[config.mk]
export PLATFORM = sky130hd
export DESIGN_NAME = mean_window_ctrl_flat
export DESIGN_NICKNAME = d
export VERILOG_FILES = /design/src/rtl/mean_window_ctrl_if.sv /design/src/rtl/mean_window_ctrl.sv /design/src/flat_wrapper.sv
export SDC_FILE = /design/constraint.sdc
export NUM_CORES = 1
export LEC_CHECK = 0
export BUFFER_PORTS_ARGS = -buffer_cell sky130_fd_sc_hd__buf_2
export CAP_MARGIN = 20
export CORE_MARGIN = 3
export CORE_UTILIZATION = 35
export DETAILED_ROUTE_END_ITERATION = 10
export PLACE_DENSITY = 0.58
export SYNTH_ARGS = -nofsm -noshare
export SYNTH_HDL_FRONTEND = slang
export SYNTH_SLANG_ARGS = --single-unit
[constraint.sdc]
create_clock -name clk -period 3.4 [get_ports clk]
set_input_delay 0.68 -clock clk [delete_from_list [all_inputs] [get_ports clk]]
set_output_delay 0.68 -clock clk [all_outputs]
set_load 0.005 [all_outputs]
[src/rtl/mean_window_ctrl_if.sv]
// Signal bundle between mean_window_ctrl, its sample source, mean_calc and the feature stage.
// master = the controller's view, slave = the surrounding datapath's view.
interface mean_window_ctrl_if #(
  parameter int DATA_WIDTH = 18,
  parameter int ADDR_WIDTH = 8
);
  logic                         enable;
  logic [ADDR_WIDTH-1:0]        window_len;
  logic                         sample_valid;
  logic signed [DATA_WIDTH-1:0] sample_data;
  logic                         sample_ready;
  logic                         mc_reset_n;
  logic                         mc_start;
  logic signed [DATA_WIDTH-1:0] mc_eeg;
  logic                         mc_start_div;
  logic                         mc_complete_div;
  logic signed [DATA_WIDTH-1:0] mc_mean;
  logic [ADDR_WIDTH-1:0]        mc_count;
  logic                         mean_valid;
  logic signed [DATA_WIDTH-1:0] mean_out;
  logic [ADDR_WIDTH-1:0]        mean_count;
  logic                         busy;
  logic                         err_timeout;

  modport master (
    input  enable, window_len, sample_valid, sample_data,
           mc_complete_div, mc_mean, mc_count,
    output sample_ready, mc_reset_n, mc_start, mc_eeg, mc_start_div,
           mean_valid, mean_out, mean_count, busy, err_timeout
  );

  modport slave (
    output enable, window_len, sample_valid, sample_data,
           mc_complete_div, mc_mean, mc_count,
    input  sample_ready, mc_reset_n, mc_start, mc_eeg, mc_start_div,
           mean_valid, mean_out, mean_count, busy, err_timeout
  );
endinterface

[src/rtl/mean_window_ctrl.sv]
// Window sequencer for the mean_calc accumulate/divide datapath; all outputs registered.
// Optional divide watchdog enabled by defining MEAN_TIMEOUT_EN.
module mean_window_ctrl #(
  parameter int DATA_WIDTH  = 18,
  parameter int ADDR_WIDTH  = 8,
  parameter int DIV_TIMEOUT = 64
) (
  input  logic               clk,
  input  logic               reset,
  mean_window_ctrl_if.master bus
);

  if (DIV_TIMEOUT < 1) begin : g_div_timeout_chk
    $error("DIV_TIMEOUT must be at least 1");
  end

  typedef enum logic [2:0] {
    S_CLEAR,
    S_ACCUM,
    S_GAP,
    S_DIV_REQ,
    S_DIV_WAIT,
    S_DONE
  } state_t;

  state_t                       state, state_nxt;
  logic [ADDR_WIDTH-1:0]        scount, scount_nxt;
  logic [ADDR_WIDTH-1:0]        len, len_nxt;
  logic                         take;
  logic                         capture;

  logic                         ready_r;
  logic                         mc_reset_n_r;
  logic                         mc_start_r;
  logic signed [DATA_WIDTH-1:0] mc_eeg_r;
  logic                         mc_start_div_r;
  logic                         mean_valid_r;
  logic signed [DATA_WIDTH-1:0] mean_out_r;
  logic [ADDR_WIDTH-1:0]        mean_count_r;
  logic                         busy_r;

  // A zero-length window is meaningless, so it degenerates to a single sample.
  function automatic logic [ADDR_WIDTH-1:0] clamp_len(input logic [ADDR_WIDTH-1:0] l);
    return (l == '0) ? ADDR_WIDTH'(1) : l;
  endfunction

`ifdef MEAN_TIMEOUT_EN
  localparam int TMO_W = $clog2(DIV_TIMEOUT) + 1;

  logic [TMO_W-1:0] tmo_cnt;
  logic             tmo_last;
  logic             expire;
  logic             err_r;

  assign tmo_last = (tmo_cnt == TMO_W'(DIV_TIMEOUT - 1));
`endif

  always_comb begin
    state_nxt  = state;
    scount_nxt = scount;
    len_nxt    = len;
    take       = 1'b0;
    capture    = 1'b0;
`ifdef MEAN_TIMEOUT_EN
    expire     = 1'b0;
`endif
    case (state)
      S_CLEAR: begin
        len_nxt    = clamp_len(bus.window_len);
        scount_nxt = '0;
        state_nxt  = S_ACCUM;
      end
      S_ACCUM: begin
        if (bus.sample_valid && ready_r) begin
          take       = 1'b1;
          scount_nxt = scount + 1'b1;
          state_nxt  = S_GAP;
        end
      end
      S_GAP: begin
        state_nxt = (scount == len) ? S_DIV_REQ : S_ACCUM;
      end
      S_DIV_REQ: begin
        state_nxt = S_DIV_WAIT;
      end
      S_DIV_WAIT: begin
        // Level-sensitive: a completion already high on entry is taken at once.
        if (bus.mc_complete_div) begin
          capture   = 1'b1;
          state_nxt = S_DONE;
        end
`ifdef MEAN_TIMEOUT_EN
        else if (tmo_last) begin
          expire    = 1'b1;
          state_nxt = S_CLEAR;
        end
`endif
      end
      S_DONE: begin
        state_nxt = S_CLEAR;
      end
      default: begin
        state_nxt = S_CLEAR;
      end
    endcase
  end

  // Output registers are driven from the next state so they line up with the state they describe.
  always_ff @(posedge clk) begin
    if (reset) begin
      state          <= S_CLEAR;
      scount         <= '0;
      len            <= '0;
      ready_r        <= 1'b0;
      mc_reset_n_r   <= 1'b0;
      mc_start_r     <= 1'b0;
      mc_eeg_r       <= '0;
      mc_start_div_r <= 1'b0;
      mean_valid_r   <= 1'b0;
      mean_out_r     <= '0;
      mean_count_r   <= '0;
      busy_r         <= 1'b0;
    end else begin
      state          <= state_nxt;
      scount         <= scount_nxt;
      len            <= len_nxt;
      ready_r        <= (state_nxt == S_ACCUM) && bus.enable;
      mc_reset_n_r   <= (state_nxt != S_CLEAR);
      mc_start_r     <= take;
      mc_start_div_r <= (state_nxt == S_DIV_REQ);
      mean_valid_r   <= (state_nxt == S_DONE);
      busy_r         <= !((state_nxt == S_ACCUM) && (scount_nxt == '0));
      if (take) begin
        mc_eeg_r <= bus.sample_data;
      end
      if (capture) begin
        mean_out_r   <= bus.mc_mean;
        mean_count_r <= bus.mc_count;
      end
    end
  end

`ifdef MEAN_TIMEOUT_EN
  // Counter indexes the cycles spent in DIV_WAIT; it sits at zero everywhere else.
  always_ff @(posedge clk) begin
    if (reset) begin
      tmo_cnt <= '0;
      err_r   <= 1'b0;
    end else begin
      err_r   <= expire;
      tmo_cnt <= (state == S_DIV_WAIT) ? tmo_cnt + 1'b1 : '0;
    end
  end

  assign bus.err_timeout = err_r;
`else
  assign bus.err_timeout = 1'b0;
`endif

  assign bus.sample_ready = ready_r;
  assign bus.mc_reset_n   = mc_reset_n_r;
  assign bus.mc_start     = mc_start_r;
  assign bus.mc_eeg       = mc_eeg_r;
  assign bus.mc_start_div = mc_start_div_r;
  assign bus.mean_valid   = mean_valid_r;
  assign bus.mean_out     = mean_out_r;
  assign bus.mean_count   = mean_count_r;
  assign bus.busy         = busy_r;

endmodule

[src/flat_wrapper.sv]
// flat-port wrapper written by rule: the top's interface ports become plain ports
module mean_window_ctrl_flat 
#(
  parameter int DATA_WIDTH  = 18,
  parameter int ADDR_WIDTH  = 8,
  parameter int DIV_TIMEOUT = 64
)
  (clk, reset, bus_enable, bus_window_len, bus_sample_valid, bus_sample_data, bus_mc_complete_div, bus_mc_mean, bus_mc_count, bus_sample_ready, bus_mc_reset_n, bus_mc_start, bus_mc_eeg, bus_mc_start_div, bus_mean_valid, bus_mean_out, bus_mean_count, bus_busy, bus_err_timeout);
  mean_window_ctrl_if #(.DATA_WIDTH(DATA_WIDTH), .ADDR_WIDTH(ADDR_WIDTH)) bus_i ();
  input  logic clk;
  input  logic reset;
  input wire logic [$bits(bus_i.enable)-1:0] bus_enable;
  input wire logic [$bits(bus_i.window_len)-1:0] bus_window_len;
  input wire logic [$bits(bus_i.sample_valid)-1:0] bus_sample_valid;
  input wire logic [$bits(bus_i.sample_data)-1:0] bus_sample_data;
  input wire logic [$bits(bus_i.mc_complete_div)-1:0] bus_mc_complete_div;
  input wire logic [$bits(bus_i.mc_mean)-1:0] bus_mc_mean;
  input wire logic [$bits(bus_i.mc_count)-1:0] bus_mc_count;
  output wire logic [$bits(bus_i.sample_ready)-1:0] bus_sample_ready;
  output wire logic [$bits(bus_i.mc_reset_n)-1:0] bus_mc_reset_n;
  output wire logic [$bits(bus_i.mc_start)-1:0] bus_mc_start;
  output wire logic [$bits(bus_i.mc_eeg)-1:0] bus_mc_eeg;
  output wire logic [$bits(bus_i.mc_start_div)-1:0] bus_mc_start_div;
  output wire logic [$bits(bus_i.mean_valid)-1:0] bus_mean_valid;
  output wire logic [$bits(bus_i.mean_out)-1:0] bus_mean_out;
  output wire logic [$bits(bus_i.mean_count)-1:0] bus_mean_count;
  output wire logic [$bits(bus_i.busy)-1:0] bus_busy;
  output wire logic [$bits(bus_i.err_timeout)-1:0] bus_err_timeout;
  assign bus_i.enable = bus_enable;
  assign bus_i.window_len = bus_window_len;
  assign bus_i.sample_valid = bus_sample_valid;
  assign bus_i.sample_data = bus_sample_data;
  assign bus_i.mc_complete_div = bus_mc_complete_div;
  assign bus_i.mc_mean = bus_mc_mean;
  assign bus_i.mc_count = bus_mc_count;
  assign bus_sample_ready = bus_i.sample_ready;
  assign bus_mc_reset_n = bus_i.mc_reset_n;
  assign bus_mc_start = bus_i.mc_start;
  assign bus_mc_eeg = bus_i.mc_eeg;
  assign bus_mc_start_div = bus_i.mc_start_div;
  assign bus_mean_valid = bus_i.mean_valid;
  assign bus_mean_out = bus_i.mean_out;
  assign bus_mean_count = bus_i.mean_count;
  assign bus_busy = bus_i.busy;
  assign bus_err_timeout = bus_i.err_timeout;
  mean_window_ctrl #(.DATA_WIDTH(DATA_WIDTH), .ADDR_WIDTH(ADDR_WIDTH), .DIV_TIMEOUT(DIV_TIMEOUT)) u_core (.clk(clk), .reset(reset), .bus(bus_i));
endmodule
# Word level (Yosys, flattened, before mapping)
# Cells that the tools add are included.
[totals]
reg_bits = 69
out_inout_bits = 51
elab_cells = 40
[op_classes]
add_sub_neg = 1
eq_ne = 8
n_mux = 11
reduce_logical = 8
[op_table]
columns = ["cell", "count"]
rows = [
  ["$logic_not 8->1", 2],
  ["$mux 8", 2],
  ["$pmux 8 s2", 1],
  ["$pmux 3 s5", 1],
  ["$eq 3x2->1 const B", 3],
  ["$add 8x1->8 const B", 1],
  ["$eq 8x8->1", 1],
  ["$eq 3x1->1 const B", 2],
  ["$eq 3x3->1 const B", 2],
  ["$mux 3", 2],
  ["$mux 1", 4],
  ["$logic_and 1x1->1", 3],
  ["$logic_not 3->1", 1],
  ["$reduce_bool 3->1", 1],
  ["$mux 2", 1],
  ["$logic_not 1->1", 1],
]

# Logic depth before layout (Yosys ltp)
[logic_depth]
ltp_word = 6
ltp_mapped = 6
mapped_depth_nobuf = 6

# Least setup slack after synthesis
# No wires, ideal clock.
[synth_timing]
path_kind = "input-to-reg"
startpoint = "in bus_mc_complete_div"
endpoint = "reg u_core.mean_count_r[0], in the netlist u_core.bus.mean_count[0]"
setup_ns = 0.132
arrival_time_ns = 1.705
slack_ns = 1.563
path_stages = 6
n_path_buf = 2
path_cell_list = "inv_1 > or4b_1 > clkbuf_1 > buf_2 > nand2_1 > a21oi_1"
[synth_via]
elab_chain_cells = 2
[synth_rtl]
columns = ["element", "line", "text"]
rows = [
  ["from (decl)", "flat_wrapper.sv:16", "input wire logic [$bits(bus_i.mc_complete_div)-1:0] bus_mc_complete_div;"],
  ["$mux 1", "mean_window_ctrl.sv:88", "if (bus.mc_complete_div) begin"],
  ["$mux 1", "mean_window_ctrl.sv:67", "case (state)"],
  ["to (signal assigned)", "mean_window_ctrl.sv:138", "mean_count_r <= bus.mc_count;"],
  ["to (decl)", "mean_window_ctrl.sv:39", "logic [ADDR_WIDTH-1:0] mean_count_r;"],
]
# No other way between the ends.
# A chain may end at the register's enable or synchronous reset.

# Final worst setup path
[layout_timing]
startpoint = "reg u_core.state[0]"
endpoint = "reg u_core.busy_r, in the netlist u_core.bus.busy"
[layout_via]
elab_chain_cells = 5
word_cells_on_any_way = 13
[layout_rtl]
columns = ["element", "line", "text"]
rows = [
  ["from (decl)", "mean_window_ctrl.sv:26", "state_t state, state_nxt;"],
  ["from (signal assigned)", "mean_window_ctrl.sv:124", "state <= state_nxt;"],
  ["$eq 3x3->1, or another cell as far along", "mean_window_ctrl.sv:67", ""],
  ["$pmux 3 s5 or $pmux 8 s2 (tied branches)", "mean_window_ctrl.sv:67", ""],
  ["$eq 3x1->1 or $logic_not 8->1 (tied branches)", "mean_window_ctrl.sv:132", "busy_r <= !((state_nxt == S_ACCUM) && (scount_nxt == '0));"],
  ["$logic_and 1x1->1 (*)", "mean_window_ctrl.sv:132", ""],
  ["$logic_not 1->1 (*)", "mean_window_ctrl.sv:132", ""],
  ["to (signal assigned)", "mean_window_ctrl.sv:132", ""],
  ["to (decl)", "mean_window_ctrl.sv:40", "logic busy_r;"],
]
# Mark *: on every way between the ends. The rest lies on a longest branch, timed or not.

==> impl_metrics.json <==
{
  "post-synth-top-count-cell": "nand2_1",
  "tns_ns": 0,
  "r2r_cells": 5,
  "htreeDepth": 3,
  "path_cells": "or3_1 -> nand2_1 -> a21oi_1 -> and4b_1 -> a41oi_2",
  "antenna_found_initial": 0,
  "grt_max_degree": 42,
  "cts_root_buf": "clkbuf_8",
  "max_stage_delay_ns": 0.78,
  "p_leak_nw": 1.50,
  "status": "complete, no violations",
  "clk_path_buf_depth": 2,
  "min_period_ns": 1.97,
  "rows": 32,
  "synth_edf_count": 0,
  "worstPathArrival_ns": 2.21,
  "synth_commonest_cells": "nand2_1, dfxtp_1, a21oi_1",
  "fin_crit_sh_pct": 57.8,
  "setup_viol": 0,
  "finalHoldViolCount": 0,
  "grt_pass1_wl_mm": 10.9,
  "dp_hpwl_mm": 4.87,
  "peakVddDrop_v": 0.000248,
  "dieHeight_um": 95.8,
  "drt_iter0_drc": 123,
  "yosys-top-cells-area": "dfxtp_1, nand2_1, a21oi_1, xnor2_1, nor2_1",
  "synth_fp_nets": 414,
  "synth-seq-area-share_pct": 49.0,
  "antenna_cells": 0,
  "fp.dieW_um": 95.8,
  "async_flop_share_pct": 0,
  "p_per_area_mw_per_mm2": 455,
  "yosys.cell_types.count": 40,
  "antenna_left": 0,
  "netlist_area_mm2": 0.00282,
  "port_buffers": 106,
  "yosysWarnings": 0,
  "cap_violations": 0,
  "hold_path_class": "reg2reg",
  "hold_start": "u_core.bus.mean_out[9]$_SDFFE_PP0P_",
  "syn_avg_cell_area_um2": 7.93,
  "dp.cells": 540,
  "drive_gt1_share_pct": 28.9,
  "initial_core_util_pct": 36.3,
  "remaining_drc_errors": 0,
  "viasPerCell": 4.81,
  "cts_tree": "yes",
  "path_clk_slew_ns": 0.07,
  "cts_resized": 0,
  "start_kind": "register",
  "num_vias": 2677,
  "drt_wl_total_mm": 6.88,
  "finalMaxSlewViolations": 0,
  "die-area_mm2": 0.00917,
  "num_io_pins": 108,
  "routabilityCongestion": 0.755,
  "r2r_setup_slack_ns": 1.43,
  "fmaxAchievable_mhz": 509,
  "postCtsHoldBufs": 0,
  "avgRoutedWirePerCell_um": 12.4,
  "clock_skew_ns": 0.0113,
  "area_growth_pct": 26.9,
  "worst-setup-path-type": "reg2reg",
  "crit_buf_inv": 0,
  "holdPathEnd": "u_core.bus.mean_out[9]$_SDFFE_PP0P_",
  "grt_pass1_vias": 2463,
  "whs_path_depth": 2,
  "final-instance-count-excl-fill": 556,
  "gr-total-overflow": 0,
  "synthCells": 356,
  "worst_pin_slew_ns": 0.827,
  "cts_sinks": 69,
  "slew_headroom_pct": 44.9,
  "fin_nets": 507,
  "critPathCaptureType": "register",
  "synth_top_area_cell": "dfxtp_1",
  "worstPathRequired_ns": 3.65,
  "cts_buffers": 9,
  "core_area_mm2": 0.00777,
  "cp_max_fo": 21,
  "synth_seq_cells": 69,
  "firstDrtPassIters": 4,
  "crit_slowest_cell": "dfxtp_1",
  "final_util_pct": 46.1,
  "synth_top_area_share_pct": 49.0,
  "clock_latency_ns": 0.33,
  "critPathTopFamily": "simple AND/OR/NAND/NOR gates",
  "grt_usage_pct": 14.8,
  "regToRegEndpoint": "u_core.bus.busy$_SDFF_PP0_",
  "r2r-start": "u_core.state[0]$_SDFF_PP0_",
  "rsz0062_at_grt": "no",
  "ys.flop_type": "dfxtp_1",
  "post_cts_buffers": 0
}
## registers in the layout, summed over array words and instances, names as in the netlist
signal and count:
u_core.state 3, u_core.bus.busy 1, u_core.bus.mc_reset_n 1, u_core.bus.mean_valid 1, u_core.bus.mc_eeg 18, u_core.bus.mean_out 18, u_core.len 8, u_core.scount 8
u_core.bus.sample_ready 1, u_core.bus.mc_start 1, u_core.bus.mc_start_div 1, u_core.bus.mean_count 8
## metal layers
layer,global-route usage (%),vias to the layer above,share of wire (%)
met4,5.69,0,1.3
met5,0,-,0
li1,-,1376,-
met1,20.1,1210,47
met2,22.9,84,44
met3,3.44,7,7.3
## layout make-up
| class | instances | area (µm²) |
|---|---|---|
| fillers | 818 | 4190 |
| flip-flops and latches | 69 | 1380 |
| multi-input cells | 258 | 1310 |
| repair buffers | 108 | 546 |
| clock buffers | 10 | 138 |
| well taps | 102 | 128 |
| clock inverters | 6 | 71.3 |
| inverters | 3 | 11.3 |
## worst max path at each step
stage                     depth (start not counted)                        from                               endpoint
final                                             5  u_core.state[0]$_SDFF_PP0_             u_core.bus.busy$_SDFF_PP0_
after global routing                              5  u_core.state[0]$_SDFF_PP0_             u_core.bus.busy$_SDFF_PP0_
after CTS                                         4  u_core.state[1]$_SDFF_PP0_     u_core.bus.sample_ready$_SDFF_PP0_
after detailed placement                          5         bus_mc_complete_div  u_core.bus.mean_count[4]$_SDFFE_PP0P_
after global placement                            5            bus_sample_valid     u_core.bus.sample_ready$_SDFF_PP0_
after floorplan                                   6         bus_mc_complete_div  u_core.bus.mean_count[0]$_SDFFE_PP0P_
## worst reg2reg max path: stages, from the launching register on
cell     delay [ns]
dfxtp_1        0.78
or3_1          0.47
nand2_1        0.17
a21oi_1        0.14
and4b_1        0.21
a41oi_2        0.13
## report_power, final
group	switching (mW)	leakage [nW]	internal (mW)	total, mW
registers	0.0151	0.559	0.823	0.838
clock network	0.319	0.0991	0.364	0.683
logic	0.0578	0.837	0.0510	0.109
## metrics by stage
step | power, mW | cell area [µm²] | hold slack (ns) | setup WS (ns)
after global routing | 1.71 | 3580 | 0.470 | 1.23
final | 1.63 | 3580 | 0.453 | 1.43
after floorplan | 0.914 | 2820 | 0.449 | 1.56
after global placement | 0.966 | 3370 | 0.439 | 1.18
after detailed placement | 0.967 | 3370 | 0.443 | 1.17
after CTS | 1.66 | 3580 | 0.455 | 1.41
## cell usage in the layout (no fill, tap or decap), types with 2 or more instances in the layout
master / instances
dfxtp_1: 69
a22oi_1: 5
and4_1: 2
o21ai_0: 6
clkbuf_8: 10
nand3_1: 4
nand4_1: 3
buf_4: 2
a21oi_1: 57
inv_1: 3
clkinv_4: 2
mux2_2: 2
clkinvlp_4: 2
o22ai_1: 2
a211oi_1: 2
nor2b_1: 3
nor3_1: 7
nand2_1: 112
or4_1: 2
buf_2: 106
nor2_1: 19
nor4_1: 3
and2_1: 2
xnor2_1: 9
## cells by family (layout without fill, tap and decap cells)
logic type	after synthesis	after routing	share of synthesized area, %
buf+inv	29	127	4.75
compound gates	76	76	14.9
fa+ha+maj	1	1	0.443
mux	3	3	1.15
xor+xnor	9	9	2.79
flops	69	69	49.0
other cells	1	1	0.133
simple gates	168	168	26.9
Power figures use the tool's default switching activity.
